<file path="src/rtl/rf_read.sv">
// rtl/rf_read.sv - operand-read side of the register file with busy scoreboard; optional forwarding under RF_BYPASS_EN
module rf_read #(
  parameter int DATA_W = 16,
  parameter int ADDR_W = 3
) (
  input  logic                               clk,
  input  logic                               rst,
  input  logic [DATA_W*(1<<ADDR_W)-1:0]      out_rf,
  input  logic                               ld_rf,
  input  logic [ADDR_W-1:0]                  dest,
  input  logic [DATA_W-1:0]                  from_alu,
  input  logic                               busy_set,
  input  logic [ADDR_W-1:0]                  busy_dest,
  input  logic                               req_valid,
  output logic                               req_ready,
  input  logic [ADDR_W-1:0]                  src_a,
  input  logic [ADDR_W-1:0]                  src_b,
  output logic                               rd_valid,
  input  logic                               rd_ready,
  output logic [DATA_W-1:0]                  opnd_a,
  output logic [DATA_W-1:0]                  opnd_b,
  output logic [(1<<ADDR_W)-1:0]             busy
);

  localparam int NREG = 1 << ADDR_W;

  typedef enum logic [1:0] {ST_IDLE, ST_WAIT, ST_FULL} state_t;

  state_t              state, state_nxt;
  logic [ADDR_W-1:0]   lat_a, lat_b;
  logic [ADDR_W-1:0]   sel_a, sel_b;
  logic                hit_a, hit_b;
  logic                rdy_a, rdy_b, both_rdy;
  logic [DATA_W-1:0]   val_a, val_b;
  logic                accept, load;
  logic [NREG-1:0]     busy_nxt;

  // Pick the sources under evaluation: held ones while waiting, live request otherwise
  always_comb begin
    sel_a = (state == ST_WAIT) ? lat_a : src_a;
    sel_b = (state == ST_WAIT) ? lat_b : src_b;
    hit_a = ld_rf && (dest == sel_a);
    hit_b = ld_rf && (dest == sel_b);
  end

`ifdef RF_BYPASS_EN
  // A same-cycle write-back satisfies the read and supplies the value directly
  always_comb begin
    rdy_a = !busy[sel_a] || hit_a;
    rdy_b = !busy[sel_b] || hit_b;
    val_a = hit_a ? from_alu : out_rf[DATA_W*sel_a +: DATA_W];
    val_b = hit_b ? from_alu : out_rf[DATA_W*sel_b +: DATA_W];
  end
`else
  logic unused_fwd;
  assign unused_fwd = ^from_alu;

  // A register being written this cycle is not readable until the file has updated
  always_comb begin
    rdy_a = !busy[sel_a] && !hit_a;
    rdy_b = !busy[sel_b] && !hit_b;
    val_a = out_rf[DATA_W*sel_a +: DATA_W];
    val_b = out_rf[DATA_W*sel_b +: DATA_W];
  end
`endif

  assign both_rdy = rdy_a && rdy_b;
  assign accept   = req_valid && req_ready;
  assign load     = (state == ST_WAIT) ? both_rdy : (accept && both_rdy);

  // State register
  always_ff @(posedge clk) begin
    if (rst) state <= ST_IDLE;
    else     state <= state_nxt;
  end

  // Next-state: accepted requests go to FULL when ready, else park in WAIT
  always_comb begin
    state_nxt = state;
    case (state)
      ST_IDLE: begin
        if (accept) state_nxt = both_rdy ? ST_FULL : ST_WAIT;
      end
      ST_WAIT: begin
        if (both_rdy) state_nxt = ST_FULL;
      end
      ST_FULL: begin
        if (rd_ready) begin
          if (accept) state_nxt = both_rdy ? ST_FULL : ST_WAIT;
          else        state_nxt = ST_IDLE;
        end
      end
      default: state_nxt = ST_IDLE;
    endcase
  end

  // Handshake outputs: a held result frees the slot only when the consumer takes it
  always_comb begin
    req_ready = (state == ST_IDLE) || ((state == ST_FULL) && rd_ready);
    rd_valid  = (state == ST_FULL);
  end

  // Capture request sources on accept and operands once both are available
  always_ff @(posedge clk) begin
    if (rst) begin
      lat_a  <= '0;
      lat_b  <= '0;
      opnd_a <= '0;
      opnd_b <= '0;
    end else begin
      if (accept) begin
        lat_a <= src_a;
        lat_b <= src_b;
      end
      if (load) begin
        opnd_a <= val_a;
        opnd_b <= val_b;
      end
    end
  end

  // Scoreboard update: clear on write-back, then set on issue so set wins
  always_comb begin
    busy_nxt = busy;
    if (ld_rf)    busy_nxt[dest]      = 1'b0;
    if (busy_set) busy_nxt[busy_dest] = 1'b1;
  end

  // Scoreboard register
  always_ff @(posedge clk) begin
    if (rst) busy <= '0;
    else     busy <= busy_nxt;
  end

endmodule

</file>
<file path="config.mk">
export PLATFORM = sky130hd
export DESIGN_NAME = rf_read
export DESIGN_NICKNAME = d
export VERILOG_FILES = /design/src/rtl/rf_read.sv
export SDC_FILE = /design/constraint.sdc
export NUM_CORES = 1
export LEC_CHECK = 0
export BUFFER_PORTS_ARGS = -buffer_cell sky130_fd_sc_hd__buf_2
export CAP_MARGIN = 30
export CORE_MARGIN = 2
export CORE_UTILIZATION = 45
export CTS_BUF_LIST = sky130_fd_sc_hd__clkbuf_4
export DETAILED_ROUTE_END_ITERATION = 16
export MAX_ROUTING_LAYER = met4
export PLACE_DENSITY = 0.8
export SYNTH_ARGS = -nofsm -noshare
export SYNTH_HDL_FRONTEND = slang
export SYNTH_SLANG_ARGS = --single-unit
</file>
<file path="constraint.sdc">
create_clock -name clk -period 2.5 [get_ports clk]
set_input_delay 0.125 -clock clk [delete_from_list [all_inputs] [get_ports clk]]
set_output_delay 0.125 -clock clk [all_outputs]
set_load 0.02 [all_outputs]
</file>
==> results.yml, run 1 <==
clock_network:
  cts_made_buffers: 5
  worstSkewPairLatency_ns: 0.37
  clock_path_buffers: 2
  clk_pin_slew_ns: 0.15
  cts_root_buffer: "clkbuf_4"
  clock_sinks: 48
  cts_tree: "done"
  holdBufCountCts: 0
  cts.htree.levels: 2
synth:
  yosys-mux-area-fraction_pct: 45.9
  yosys.area_share.simple_pct: 11.1
  synth_adder_area_share_pct: 0
  synth_compound_area_share_pct: 14.7
  syn_inst: 482
  synthesis.area_um2: 4550
  synth_cell_type_count: 37
  synth-xor-area-share_pct: 1.93
  synth-seq-cells: 48
  synth.avg_cell_area_um2: 9.43
  synth-seq-area-share_pct: 21.1
  syn_nets: 644
  ys_warn_count: 0
  synth_top_family_by_area: "multiplexers"
finish:
  fillers: 894
  area_growth_pct: 26.7
  final_common_cell: "buf_2"
  instances_no_fill: 788
  utilization_pct: 58.9
  layout_common_cells: "buf_2, mux2i_1, dfxtp_1"
  layout-drive-gt1-share_pct: 36.6
  final_nets: 816
  multi_input_area_um2: 3400
  seq_area_um2: 962
  antennaDiodeCount: 0
timing:
  setup_tns_ns: 0
  timing.fmax_mhz: 423
  setup_viol: 0
  finalWorstSetupSlack_ns: 0.136
  timing.clock.skew_ns: 0.0112
  tightest_slew_ns: 1.02
  max_slew_margin_pct: 32.1
  min_period_ns: 2.36
  hold_violations: 0
  fin_crit_sh_pct: 94.6
  final_max_slew_viol_count: 0
  rsz0062_at_grt: "false"
grt:
  gr-total-overflow: 0
  grt_max_degree: 66
  grt_pass1_wl_um: 23900
  track_usage_pct: 27.7
  grt_pass1_vias: 4815
  antenna_found_initial: 0
die:
  die_height_um: 105
  fp.dieArea_um2: 10900
  die_x_um: 105
  io_pins: 204
  core.rowCount: 36
  initial_utilization_pct: 46.5
  coreArea_um2: 9770
setup_path:
  startpoint_type: "flip-flop"
  crit_path_max_fanout: 11
  cp.required_ns: 2.77
  arrival_ns: 2.63
  r2r-end: "opnd_a[12]$_SDFFE_PP0P_"
  path_class: "flip-flop to flip-flop"
  cp-end-kind: "flip-flop"
  r2r_setup_slack_ns: 0.14
  r2r-start: "state[0]$_SDFFE_PP0P_"
  worstRegToRegCells: 6
routing:
  drc_errors: 0
  totalWireLength_um: 15200
  dr.pass1.iters: 5
  drt_iter0_markers: 326
  wl_per_cell_um: 19.3
  ant_nets: 0
  vias_per_cell: 6.03
  via_count: 4755
placed_design:
  dp_slack_ns: 0.0889
  hpwl_um: 11400
  port-buffer-count: 187
  placedCellCount: 775
  gp_congestion: 0.963
min_path:
  worstHoldPathCells: 4
  hold_class: "input port to flip-flop"
  hp-start: "rd_ready"
  min_to: "state[1]$_SDFFE_PP0P_"
pwr:
  p_leak_uw: 0.00285
  powerDensity_nw_per_um2: 505
  peakVddDrop_mv: 0.247
  power.total_uw: 2910
outcome:
  status: "finished, final reports clean"
flow_run:
  maxCapViolCount: 0
==> worst max-delay path, cell delays in order, from the launching register on <==
cell and delay, ns:
dfxtp_1 0.37, nor2b_2 0.19, buf_12 0.17, mux2i_4 0.46
mux4_1 0.69, o21ai_0 0.28, mux2i_1 0.11
==> worst max path at each step <==
stage	slack, ns	endpoint	cells after the start	startpoint
after global placement	0.15	opnd_b[13]$_SDFFE_PP0P_	8	state[1]$_SDFFE_PP0P_
final	0.14	opnd_a[12]$_SDFFE_PP0P_	6	state[0]$_SDFFE_PP0P_
after global routing	0.02	opnd_a[12]$_SDFFE_PP0P_	6	state[0]$_SDFFE_PP0P_
after detailed placement	0.09	opnd_a[12]$_SDFFE_PP0P_	7	state[1]$_SDFFE_PP0P_
after CTS	0.04	opnd_b[13]$_SDFFE_PP0P_	8	state[1]$_SDFFE_PP0P_
after floorplan	0.12	opnd_a[10]$_SDFFE_PP0P_	7	state[0]$_SDFFE_PP0P_
==> per-layer routing <==
| metal | global-route usage (%) | vias up | routed length [um] |
|---|---|---|---|
| met2 | 45.9 | 203 | 7530 |
| met5 | - | - | 0 |
| met1 | 34.2 | 2316 | 6400 |
| li1 | - | 2199 | - |
| met4 | 9.56 | 0 | 406 |
| met3 | 4.57 | 37 | 849 |
==> layout make-up <==
type                    instances  share of cell area [%]
clock inverters                 2                   0.195
well taps                     133                    2.89
clock buffers                   6                   0.782
flip-flops and latches         48                    16.7
repair buffers                209                    20.3
inverters                       2                   0.130
multi-input cells             388                    59.0
==> synthesized netlist by cell type <==
library cell | n | share of area [%]
clkbuf_1 | 22 | 1.8
mux4_1 | 3 | 1.7
buf_1 | 3 | 0.25
nand2_1 | 20 | 1.7
nor3_1 | 1 | 0.11
a31oi_1 | 1 | 0.14
mux2i_1 | 165 | 36
xor2_1 | 4 | 0.77
a2111o_1 | 1 | 0.25
mux2i_2 | 3 | 0.91
nor2_1 | 4 | 0.33
nand4_1 | 3 | 0.41
xnor2_1 | 6 | 1.2
o21ai_0 | 40 | 4.4
nand3b_1 | 3 | 0.50
o31a_1 | 2 | 0.39
or3_1 | 1 | 0.14
dfxtp_1 | 48 | 21
and3b_1 | 1 | 0.19
a31o_2 | 1 | 0.19
o211ai_1 | 1 | 0.17
o31ai_1 | 4 | 0.66
nor2b_1 | 5 | 0.69
nor3b_1 | 2 | 0.33
mux2i_4 | 1 | 0.50
nand2b_1 | 37 | 5.1
o22ai_1 | 1 | 0.14
a32oi_1 | 1 | 0.19
mux4_2 | 13 | 6.4
inv_1 | 2 | 0.17
nand3_1 | 13 | 1.4
a21oi_1 | 17 | 1.9
buf_4 | 4 | 0.66
a221oi_1 | 33 | 6.4
buf_2 | 10 | 1.1
nor4b_1 | 1 | 0.19
buf_6 | 5 | 1.2
==> flip-flops by register name, indices dropped and copies added (netlist names) <==
signal,cells
opnd_b,16
lat_b,3
state,2
lat_a,3
busy,8
opnd_a,16
==> repair_timing <==
action,in CTS,in global routing
endpoints found under the setup margin,0,31
gates resized for setup,0,3
setup buffers,0,5
==> per-stage QoR <==
| step | hold slack (ns) | instance area, um^2 |
|---|---|---|
| floorplan | 0.272 | 4550 |
| global placement | 0.417 | 5660 |
| detailed placement | 0.428 | 5660 |
| CTS | 0.0207 | 5720 |
| global route | 0.0155 | 5760 |
| finish | 0.0197 | 5760 |
==> where the power goes <==
group,internal [uW],leakage [uW],switching [uW]
registers,885,0.000394,91.1
logic,702,0.00243,848
clock network,119,0.0000293,265
total,1710,0.00285,1200
==> kinds of logic after synthesis <==
logic type	Yosys count
AO/OA/AOI/OAI	102
XOR/XNOR	10
buffers and inverters	46
flip-flops	48
multiplexers	185
AND/OR/NAND/NOR	91
Note: power is estimated with default switching activity, not from simulation.
==> inputs of run 2 (changes only) <==
==> constraint.sdc (replaced) <==
create_clock -name clk -period 2.1 [get_ports clk]
set_input_delay 0.105 -clock clk [delete_from_list [all_inputs] [get_ports clk]]
set_output_delay 0.105 -clock clk [all_outputs]
set_load 0.02 [all_outputs]
==> run 2 against run 1 <==
Compared with the run above:
- the flow now finishes with violations (negative setup slack)
- cell count rose by 2.8%
- critical path type unchanged
- wire length rose by 1.9%
- utilization rose by 3.3 points
- clock power rose by 25%
- sequential share of layout area fell by 0.84 points
- global-route usage rose by 0.26 points
- non-clock buffer count rose by 22
- flip-flop and latch count did not move
==> results.yml, run 2 (same netlist as run 1, synthesis figures left out) <==
outcome:
  status: "complete, but fails checks"
  violations: "negative setup slack"
timing:
  hold_violations: 0
  rsz0062_at_grt: "true"
  max_slew_margin_pct: 73.9
  finalWorstSetupSlack_ns: -0.152
  fin_crit_sh_pct: 107
  tightest_slew_ns: 0.392
  min_period_ns: 2.25
  timing.fmax_mhz: 444
  timing.clock.skew_ns: 0.0213
  final_max_slew_viol_count: 0
  setup_viol: 33
  hold_slack_ns: 0.0148
clock_network:
  cts_tree: "done"
  cts_root_buffer: "clkbuf_4"
  worstSkewPairLatency_ns: 0.37
  clock_sinks: 48
  clk_pin_slew_ns: 0.16
  cts.htree.levels: 2
  clock_path_buffers: 2
  cts_made_buffers: 5
setup_path:
  r2r-end: "opnd_a[13]$_SDFFE_PP0P_"
  startpoint_type: "flip-flop"
  critical-path-slowest-cell: "a2111o_2"
  cp.required_ns: 2.36
  worstRegToRegCells: 9
  path_class: "flip-flop to flip-flop"
  cp-end-kind: "flip-flop"
  arrival_ns: 2.51
  path_cells: "nor2b_4 > buf_12 > buf_6 > mux2i_4 > xnor2_1 > o22ai_2 > a2111o_2 > buf_12 > mux2i_2"
  cpMostUsedCell: "buf_12"
  r2r-start: "state[0]$_SDFFE_PP0P_"
  worst_path_largest_cell_delay_ns: 0.52
  r2r_setup_slack_ns: -0.15
  crit_path_max_fanout: 17
pwr:
  seqPwrFrac_pct: 31.8
  p_comb_share_pct: 55.1
  peakVddDrop_mv: 0.285
  clock_power_share_pct: 13.2
  switching_share_pct: 40.4
  p_leak_uw: 0.00300
  power.total_uw: 3640
  intPower_uw: 2170
  powerDensity_nw_per_um2: 599
  p_sw_uw: 1470
die:
  coreArea_um2: 9770
  io_pins: 204
  core.rowCount: 36
  die_height_um: 105
  die_x_um: 105
  initial_utilization_pct: 46.5
  fp.dieArea_um2: 10900
min_path:
  worstHoldPathCells: 3
  hp-start: "busy_dest[2]"
  min_to: "busy[7]$_SDFF_PP0_"
  hold_class: "input port to flip-flop"
grt:
  met1_usage_pct: 33.2
  use_met2_pct: 47.8
  antenna_found_initial: 0
  grt_pass1_wl_um: 24300
  use_met3_pct: 4.89
  busiest_layer: "met2"
  track_usage_pct: 28.0
  grt_pass1_vias: 4949
  gr-total-overflow: 0
  grt_max_degree: 64
finish:
  instances_no_fill: 810
  final_nets: 838
  fillers: 834
  layout-drive-gt1-share_pct: 39.3
  layout_common_cells: "buf_2, mux2i_1, dfxtp_1"
  final_common_cell: "buf_2"
  antennaDiodeCount: 0
  area_growth_pct: 33.8
  largestRegisters: "opnd_a (16), opnd_b (16), busy (8)"
placed_design:
  dp_slack_ns: -0.332
  placedCellCount: 794
  hpwl_um: 12000
  gp_congestion: 0.924
  port-buffer-count: 187
routing:
  via_count: 4821
  ant_nets: 0
  totalWireLength_um: 15500
  wl_per_cell_um: 19.1
  dr.pass1.iters: 7
  drt_iter0_markers: 331
  vias_per_cell: 5.95
  drc_errors: 0
flow_run:
  maxCapViolCount: 0
==> run 2: cell count changes in the layout (fill, tap and decap cells not counted), sizes merged <==
cell         change
buf             +20
clkbuf           +1
clkinvlp         -1
dlygate4sd3      +2
==> run 2: routing by layer <==
layer  up-vias  routed length, um
met2       224               7630
met1      2314               6320
met3        45               1050
met5         -                  0
li1       2238                  -
met4         0                469
==> run 2: worst max path at each step <==
stage	from	endpoint	slack [ns]
CTS	state[0]$_SDFFE_PP0P_	opnd_a[7]$_SDFFE_PP0P_	-0.16
global placement	state[0]$_SDFFE_PP0P_	opnd_b[13]$_SDFFE_PP0P_	-0.24
floorplan	state[0]$_SDFFE_PP0P_	opnd_b[0]$_SDFFE_PP0P_	-0.03
detailed placement	state[0]$_SDFFE_PP0P_	opnd_b[13]$_SDFFE_PP0P_	-0.33
global route	state[0]$_SDFFE_PP0P_	opnd_a[13]$_SDFFE_PP0P_	-0.23
finish	state[0]$_SDFFE_PP0P_	opnd_a[13]$_SDFFE_PP0P_	-0.15
==> run 2: cell type report <==
| cell class | instances | area, um^2 | share of cell area, % |
|---|---|---|---|
| Tap cell | 133 | 166 | 2.74 |
| Timing Repair Buffer | 231 | 1450 | 23.8 |
| Clock buffer | 7 | 52.6 | 0.864 |
| Sequential cell | 48 | 965 | 15.9 |
| Multi-Input combinational cell | 388 | 3430 | 56.5 |
| Inverter | 2 | 7.51 | 0.123 |
| Clock inverter | 1 | 8.76 | 0.144 |
==> run 2: power by group through the flow <==
stage / sequential [uW] / combinational, uW / clock (uW)
6_report: 1160 / 2010 / 480
5_1_grt: 1170 / 2120 / 531
4_1_cts: 1150 / 1950 / 496
3_5_place_dp: 1170 / 1930 / 0
3_3_place_gp: 1170 / 1870 / 0
2_1_floorplan: 1310 / 1080 / 0
==> run 2: what timing repair did <==
item                                   in CTS  in global routing
endpoints found under the hold margin       2                  1
hold buffers                                1                  1
buffers inserted                            2                  4
gates resized for setup                     3                 11
setup endpoints to repair                  33                 33
pin swaps                                   0                  1
==> run 2: stage by stage <==
| stage | setup TNS (ns) | instance area (um^2) | util (%) |
|---|---|---|---|
| floorplan | -0.750 | 4590 | - |
| CTS | -4.11 | 6000 | 61.4 |
| global placement | -4.90 | 5890 | 60.3 |
| finish | -3.76 | 6080 | 62.2 |
| global route | -6.49 | 6080 | 62.2 |
| detailed placement | -6.20 | 5890 | 60.3 |
==> run 2: worst max-delay path: cells and delay by family (launching register included) <==
kind                   cells  cell delay, ns
XOR/XNOR                   1            0.16
buffers and inverters      3            0.43
AO/OA/AOI/OAI              2            0.63
multiplexers               2            0.40
AND/OR/NAND/NOR            1            0.18
flip-flops                 1            0.36
